$ cat src/rtl/coherence_bus_ctrl.sv
// -----------------------------------------------------------------------------
// coherence_bus_ctrl
//
// Memory-side responder for a two-core cache system. Each core has an
// icache/dcache pair. Instruction fetches, data reads, write-backs and MSI
// coherence transactions are arbitrated onto one single-ported RAM. On a
// coherence transaction the other core is snooped. A snooper that holds the
// block Modified supplies it directly to the requester, and RAM is updated
// from the same words at the same time.
//
// Ports
//   CLK, nRST                 clock, asynchronous active-low reset
//   iREN, iaddr               per-core instruction read request / word address
//   dREN, dWEN, daddr, dstore per-core data read / write request, address, data
//   cctrans, ccwrite          per-core coherence transaction / exclusive intent.
//                             When the core is the snooper, ccwrite means
//                             "I hold the block Modified".
//   iwait, dwait              per-core busy. Low only in the completing cycle.
//   iload, dload              per-core read data
//   ccwait, ccinv             snoop in progress / invalidate snooped block
//   ccsnoopaddr               address being snooped
//   ramREN, ramWEN            RAM read / write strobes (never both at once)
//   ramaddr, ramstore         RAM address / write data
//   ramload, ramstate         RAM read data / status (a word completes on ACCESS)
// -----------------------------------------------------------------------------
module coherence_bus_ctrl #(
    parameter int BLKWORDS = 2
) (
    input  logic             CLK,
    input  logic             nRST,
    input  logic [1:0]       iREN,
    input  logic [1:0][31:0] iaddr,
    input  logic [1:0]       dREN,
    input  logic [1:0]       dWEN,
    input  logic [1:0][31:0] daddr,
    input  logic [1:0][31:0] dstore,
    input  logic [1:0]       cctrans,
    input  logic [1:0]       ccwrite,
    output logic [1:0]       iwait,
    output logic [1:0]       dwait,
    output logic [1:0][31:0] iload,
    output logic [1:0][31:0] dload,
    output logic [1:0]       ccwait,
    output logic [1:0]       ccinv,
    output logic [1:0][31:0] ccsnoopaddr,
    output logic             ramREN,
    output logic             ramWEN,
    output logic [31:0]      ramaddr,
    output logic [31:0]      ramstore,
    input  logic [31:0]      ramload,
    input  logic [1:0]       ramstate
);

    localparam int CW = (BLKWORDS > 1) ? $clog2(BLKWORDS) : 1;
    localparam logic [CW-1:0] LAST_WORD = CW'(BLKWORDS - 1);
    localparam logic [1:0] RAM_ACCESS = 2'd2;

    typedef enum logic [2:0] {
        IDLE      = 3'd0,
        WB        = 3'd1,
        IFETCH    = 3'd2,
        SNOOP     = 3'd3,
        SNOOPRESP = 3'd4,
        UPG       = 3'd5,
        FWD       = 3'd6,
        RAMRD     = 3'd7
    } state_t;

    state_t          state_r;
    state_t          state_s;
    logic            g_r;
    logic            rr_r;
    logic [CW-1:0]   cnt_r;
    logic [CW-1:0]   cnt_s;

    logic            o_s;
    logic            access_s;
    logic            last_word_s;
    logic            grant_valid_s;
    logic            grant_core_s;
    state_t          grant_state_s;
    logic [1:0]      wb_req_s;

    // Winner within one request class. A tie goes to the round-robin core.
    function automatic logic pick_core(input logic [1:0] req, input logic rr);
        logic core;
        if (req == 2'b11) begin
            core = rr;
        end else begin
            core = req[1];
        end
        return core;
    endfunction

    assign o_s         = ~g_r;
    assign access_s    = (ramstate == RAM_ACCESS);
    assign last_word_s = access_s && (cnt_r == LAST_WORD);
    // A write with cctrans set is a supplier reply, not a write-back.
    assign wb_req_s    = dWEN & ~cctrans;

    // Priority grant: write-back over coherence over fetch.
    always_comb begin
        grant_valid_s = 1'b0;
        grant_core_s  = 1'b0;
        grant_state_s = IDLE;
        if (|wb_req_s) begin
            grant_valid_s = 1'b1;
            grant_core_s  = pick_core(wb_req_s, rr_r);
            grant_state_s = WB;
        end else if (|cctrans) begin
            grant_valid_s = 1'b1;
            grant_core_s  = pick_core(cctrans, rr_r);
            grant_state_s = SNOOP;
        end else if (|iREN) begin
            grant_valid_s = 1'b1;
            grant_core_s  = pick_core(iREN, rr_r);
            grant_state_s = IFETCH;
        end else begin
            grant_valid_s = 1'b0;
        end
    end

    // State, granted core, round-robin pointer and word counter.
    always_ff @(posedge CLK or negedge nRST) begin
        if (!nRST) begin
            state_r <= IDLE;
            g_r     <= 1'b0;
            rr_r    <= 1'b0;
            cnt_r   <= '0;
        end else begin
            state_r <= state_s;
            cnt_r   <= cnt_s;
            if ((state_r == IDLE) && grant_valid_s) begin
                g_r  <= grant_core_s;
                rr_r <= ~grant_core_s;
            end
        end
    end

    // Next-state and next-counter logic.
    always_comb begin
        state_s = state_r;
        case (state_r)
            IDLE: begin
                if (grant_valid_s) begin
                    state_s = grant_state_s;
                end else begin
                    state_s = IDLE;
                end
            end
            WB: begin
                // Held while the owner keeps dWEN up, so the block is written atomically.
                if (!dWEN[g_r]) begin
                    state_s = IDLE;
                end else begin
                    state_s = WB;
                end
            end
            IFETCH: begin
                if (access_s) begin
                    state_s = IDLE;
                end else begin
                    state_s = IFETCH;
                end
            end
            SNOOP: state_s = SNOOPRESP;
            SNOOPRESP: begin
                if (!dREN[g_r]) begin
                    state_s = UPG;
                end else if (cctrans[o_s] && ccwrite[o_s]) begin
                    state_s = FWD;
                end else begin
                    state_s = RAMRD;
                end
            end
            UPG: state_s = IDLE;
            FWD, RAMRD: begin
                // Only the counter ends a block. A dropped request cannot abort it.
                if (last_word_s) begin
                    state_s = IDLE;
                end else begin
                    state_s = state_r;
                end
            end
            default: state_s = IDLE;
        endcase

        if (state_s == IDLE) begin
            cnt_s = '0;
        end else if (((state_r == FWD) || (state_r == RAMRD)) && access_s) begin
            if (cnt_r == LAST_WORD) begin
                cnt_s = '0;
            end else begin
                cnt_s = cnt_r + CW'(1);
            end
        end else begin
            cnt_s = cnt_r;
        end
    end

    // Cache-side and RAM-side outputs, decoded from the current state.
    always_comb begin
        iwait       = 2'b11;
        dwait       = 2'b11;
        ccwait      = 2'b00;
        ccinv       = 2'b00;
        ccsnoopaddr = '0;
        ramREN      = 1'b0;
        ramWEN      = 1'b0;
        ramaddr     = 32'h0000_0000;
        ramstore    = 32'h0000_0000;
        iload       = {ramload, ramload};
        dload       = {ramload, ramload};
        case (state_r)
            IDLE: begin
                ramREN = 1'b0;
            end
            WB: begin
                ramWEN   = 1'b1;
                ramaddr  = daddr[g_r];
                ramstore = dstore[g_r];
                if (access_s) begin
                    dwait[g_r] = 1'b0;
                end else begin
                    dwait[g_r] = 1'b1;
                end
            end
            IFETCH: begin
                ramREN  = 1'b1;
                ramaddr = iaddr[g_r];
                if (access_s) begin
                    iwait[g_r] = 1'b0;
                end else begin
                    iwait[g_r] = 1'b1;
                end
            end
            SNOOP, SNOOPRESP: begin
                ccwait[o_s]      = 1'b1;
                ccsnoopaddr[o_s] = daddr[g_r];
                ccinv[o_s]       = ccwrite[g_r];
            end
            UPG: begin
                dwait[g_r] = 1'b0;
            end
            FWD: begin
                // The supplier's words go to the requester and RAM in the same cycle.
                ccwait[o_s] = 1'b1;
                ramWEN      = dWEN[o_s];
                ramaddr     = daddr[o_s];
                ramstore    = dstore[o_s];
                dload[g_r]  = dstore[o_s];
                if (access_s) begin
                    dwait = 2'b00;
                end else begin
                    dwait = 2'b11;
                end
            end
            RAMRD: begin
                ccwait[o_s] = 1'b1;
                ramREN      = 1'b1;
                ramaddr     = daddr[g_r];
                if (access_s) begin
                    dwait[g_r] = 1'b0;
                end else begin
                    dwait[g_r] = 1'b1;
                end
            end
            default: begin
                ramREN = 1'b0;
            end
        endcase
    end

endmodule

$ cat config.mk
export PLATFORM = sky130hd
export DESIGN_NAME = coherence_bus_ctrl
export DESIGN_NICKNAME = d
export VERILOG_FILES = /design/src/rtl/coherence_bus_ctrl.sv
export SDC_FILE = /design/constraint.sdc
export NUM_CORES = 1
export LEC_CHECK = 0
export BUFFER_PORTS_ARGS = -buffer_cell sky130_fd_sc_hd__buf_2
export CORE_AREA = 3 3 196 198
export DETAILED_ROUTE_END_ITERATION = 6
export DIE_AREA = 0 0 199 201
export MAX_ROUTING_LAYER = met4
export PLACE_DENSITY = 0.43
export SETUP_SLACK_MARGIN = 0.15
export SLEW_MARGIN = 10
export SYNTH_ARGS = -nofsm -noshare
export SYNTH_HDL_FRONTEND = slang
export SYNTH_SLANG_ARGS = --single-unit
export TNS_END_PERCENT = 5
$ cat constraint.sdc
create_clock -name CLK -period 2 [get_ports CLK]
set_input_delay 0.1 -clock CLK [delete_from_list [all_inputs] [get_ports CLK]]
set_output_delay 0.1 -clock CLK [all_outputs]
set_load 0.01 [all_outputs]
Word-level counts from Yosys, hierarchy flattened
Index checks and enable logic that the tools add are counted.
{ "classes": {"mux": 65, "div": 0, "n_shift": 0, "n_eq_ne": 11, "n_reduce_logical": 18, "magnitude_cmp": 4, "bitwise": 7, "mul": 0, "addsub": 1} }
{ "op_table": {"columns": ["op", "n"], "rows": [
  ["32-bit two-way mux", 12],
  ["64-bit two-way mux", 2],
  ["32-bit case mux with 3 select lines", 1],
  ["64-bit bitwise AND", 1],
  ["64-bit bitwise mux", 1],
  ["32-bit demux with 1-bit select", 2],
  ["32-bit case mux with 2 select lines", 1],
  ["1-bit two-way mux", 29],
  ["3-bit case mux with 7 select lines", 1],
  ["2-bit two-way mux", 9],
  ["2-bit OR reduction", 7],
  ["3-bit == test, second input constant", 4],
  ["3-bit two-way mux", 3],
  ["2-bit == test, second input constant", 4],
  ["3-bit by 2-bit == test with 1-bit output, second input constant", 2],
  ["1-bit logical AND", 6],
  ["3-bit logical NOT", 2],
  ["2-bit case mux with 3 select lines", 1],
  ["2-bit bitwise AND", 2],
  ["1-bit by 2-bit < comparator with 1-bit output, second input constant", 2],
  ["2-bit NOT", 2],
  ["4-bit OR reduction", 1],
  ["3-bit by 1-bit == test with 1-bit output, second input constant", 1],
  ["1-bit demux with 1-bit select", 2],
  ["6 further kinds", 8]
]} }
{ "totals": {"wordCells": 110, "input_bits": 238, "n_memories": 0, "ram_bits": 0, "regBits": 6, "romBits": 0, "latchBits": 0} }

Logic depth before layout (Yosys ltp)
{ "depth": {"ltp_word": 9, "mapped_depth": 7, "ltp_nobuf": 4} }

Least setup slack after synthesis
Ideal clock, no wire load.
{ "synth_path": {"kind": "reg-to-output", "startpoint": "register state_r[2]", "endpoint": "output ramaddr[10]", "arrival_ns": 1.630, "slack_ns": 0.270, "t_required_ns": 1.900, "path_stages_with_launch": 8, "cell_sequence": "dfrtp_1 -> and3b_1 -> buf_2 -> and2_1 -> buf_6 -> o21bai_4 -> buf_6 -> a221o_1"} }
{ "synth_via": {"elab_chain_cells": 3} }
{ "synth_lines": {"columns": ["element", "line", "rtl"], "rows": [
  ["start, declared", "69", "state_t state_r;"],
  ["start signal, assigned", "131", "state_r <= state_s;"],
  ["3-bit == test / 3-bit by 1-bit == test with 1-bit output (equally long branches)", "214", "case (state_r)"],
  ["2-bit OR reduction (no line)", null, null],
  ["32-bit case mux with 3 select lines *", "214", null],
  ["end, declared", "48", "output logic [31:0] ramaddr,"]
]} }
Mark *: on every way between the ends. The rest lies on a longest branch, timed or not.

==> flow_summary.yaml <==
sta:
  fin_skew_ns: 0.00516
  worst_slew_pin_slew_ns: 0.494
  rsz0062_at_grt: "yes"
  period_minus_slack_ns: 2.04
  worst_slack_ns: -0.0430
  fin_crit_sh_pct: 102
  setup_viol: 35
  hold_violations: 0
  fmaxAchievable_ghz: 0.489
  drv_slew: 0
  relSlewSlack_pct: 66.8
finish:
  multi_input_area_mm2: 0.00324
  design_area_mm2: 0.00734
  utilization_pct: 20.0
  nets: 1185
  drive_gt1_share_pct: 69.5
  fillers: 4138
  ff_latch_area_um2: 156
  final_cells: 1417
  area_delta_synth_final_pct: 86.7
drt:
  avgViaCountPerCell: 4.23
  drt_iter0_drc: 217
  wl_met1_um: 10800
  wl_um: 26400
  wl_met2_um: 13500
  vias: 5992
  wl_per_cell_um: 18.7
  final_antenna_net_count: 0
  top_layer: "met4"
  dr.pass1.iters: 4
  route.met3.wl_um: 1810
  drc: 0
synth:
  syn_inst: 514
  synth_top_area_share_pct: 18.9
  yosys_warnings: 0
  avgSynthCellArea_um2: 7.65
  syn-cell-area_mm2: 0.00393
  synth-edff-count: 0
  synth-async-reset-ratio_pct: 100
  syn-num-nets: 752
  synth_flop_cell: "dfrtp_1"
  yosysTopAreaCell: "mux2_2"
  synth.yosys.seq_area_share_pct: 3.82
  ys_types: 43
  synth_seq_cells: 6
  netlist_top_cells_area: "mux2_2, a221oi_1, buf_4, and2_1, mux2i_1"
setup_path:
  cp_data_arrival_time_ns: 1.94
  crit_end: "ccsnoopaddr[34]"
  endpoint_kind: "primary output"
  reg2reg_from: "state_r[1]"
  rrSetupSlack_ns: 0.25
  startpoint: "state_r[1]"
  worstSetupPathType: "flip-flop to primary output"
  r2r_cells: 6
  reg2reg_to: "cnt_r"
  startpoint_type: "flip-flop"
  crit_path_max_fanout: 8
  worstPathRequired_ns: 1.90
clock_tree:
  htree_levels: 1
  clk_pin_slew_ns: 0.04
  cts_root_buf: "clkbuf_16"
  cts_tree: "built"
  cts_buffer_depth: 2
  cts_buffers: 3
  cts.sinks: 6
  clock_latency_ns: 0.23
global_route:
  antenna_found_initial: 3
  track_usage_pct: 11.9
  grt_pass1_wl_um: 35700
  overflow: 0
  grt_max_degree: 61
  first_global_vias: 5715
floorplan:
  die_h_um: 201
  dieArea_mm2: 0.0400
  rows: 70
  start_util_pct: 10.7
  pin_count: 504
  fp.dieW_um: 199
  core_mm2: 0.0367
outcome:
  failed_checks: "setup timing"
  status: "complete, but fails checks"
placed_design:
  dp_hpwl_um: 20300
  place.gp.congestion: 0.845
  dp_slack_ns: 0.0536
  numPlacedInstances: 1393
  port_buffers: 503
  dpl_cell_area_mm2: 0.00661
power:
  max-vdd-ir-drop_mv: 0.630
  finalPower_mw: 9.04
  power_density_mw_per_mm2: 1230
  leakage_nw: 3.82
worst_hold_path:
  hp-class: "input pin to asynchronous set/reset pin"
run:
  cap_violations: 0
-- logic make-up (layout without fill, tap and decap cells) --
logic type / Yosys count / after routing / synth area share [%]
multiplexers: 101 / 101 / 27.8
AO/OA/AOI/OAI: 117 / 120 / 26.8
AND/OR/NAND/NOR: 164 / 164 / 21.5
other: 0 / 3 / 0
buffers and inverters: 123 / 552 / 19.4
flip-flops: 6 / 6 / 3.82
XOR/XNOR: 3 / 3 / 0.668
-- how the worst min path moves through the flow --
stage | startpoint | endpoint | cells past startpoint
after floorplan | nRST | cnt_r | 0
after global placement | nRST | rr_r | 1
after detailed placement | nRST | rr_r | 1
after CTS | nRST | rr_r | 2
after global routing | nRST | rr_r | 2
final | nRST | rr_r | 2
-- power breakdown --
part	total, mW	switching [mW]	internal, mW
combinational	8.45	4.60	3.85
clock	0.329	0.0643	0.264
sequential	0.254	0.0628	0.191
-- flip-flops by register name, summed over array words and instances (netlist names) --
| signal | count |
|---|---|
| state_r | 3 |
| cnt_r | 1 |
| g_r | 1 |
| rr_r | 1 |
-- critical path, cell delays in order, from the launching register on --
cell and delay, ns:
dfrtp_2 0.41, buf_6 0.14, or3b_4 0.43, a21oi_4 0.16, buf_6 0.16, clkbuf_16 0.17, and2_4 0.14, buf_6 0.09
-- area by class of cell --
class	instances	share of cell area, %
Timing Repair Buffer	543	44.2
Sequential cell	6	2.13
Inverter	5	0.324
Antenna cell	3	0.102
Clock buffer	4	1.07
Multi-Input combinational cell	388	44.2
Tap cell	468	7.98
-- cell usage in the layout, fill, tap and decap left out, drive strengths merged, types with 4 or more instances in the layout --
master	n
buf	538
clkbuf	8
a221o	32
a221oi	65
o21bai	4
mux2	66
nor3	4
nand2	5
dfrtp	6
and2	68
inv	4
nor2	70
mux2i	35
-- layer usage --
layer  global-route usage, %  up-vias
li1                        -     2764
met1                    14.3     2884
met2                    21.6      330
met3                    1.24       14
met4                    1.76        0
met5                       -        -
-- Yosys cell counts (3+ instances only) --
library cell,count
nor4_1,3
inv_1,4
nor3_1,4
clkbuf_1,23
clkbuf_2,6
nand3_1,3
and2_1,68
buf_4,64
buf_2,18
mux2_2,66
nor2b_1,3
a221o_1,32
nor2_1,70
nand2_1,5
dfrtp_1,6
mux2i_1,35
o21ai_0,3
a221oi_1,65
buf_1,3
buf_6,4
-- through the flow --
stage                     hold slack [ns]  setup TNS, ns
after floorplan                    -0.196              0
after global placement            -0.0641              0
after detailed placement          -0.0665              0
after CTS                           0.240         -0.877
after global routing                0.270          -5.83
final                               0.236         -0.700
-- what timing repair did --
item,CTS,global route
endpoints found under the hold margin,6,0
gates cloned,5,3
setup buffers,6,2
setup endpoints to repair,196,197
hold buffers,1,0
pin swaps,8,29
gates resized for setup,41,52
Power figures use the tool's default switching activity.
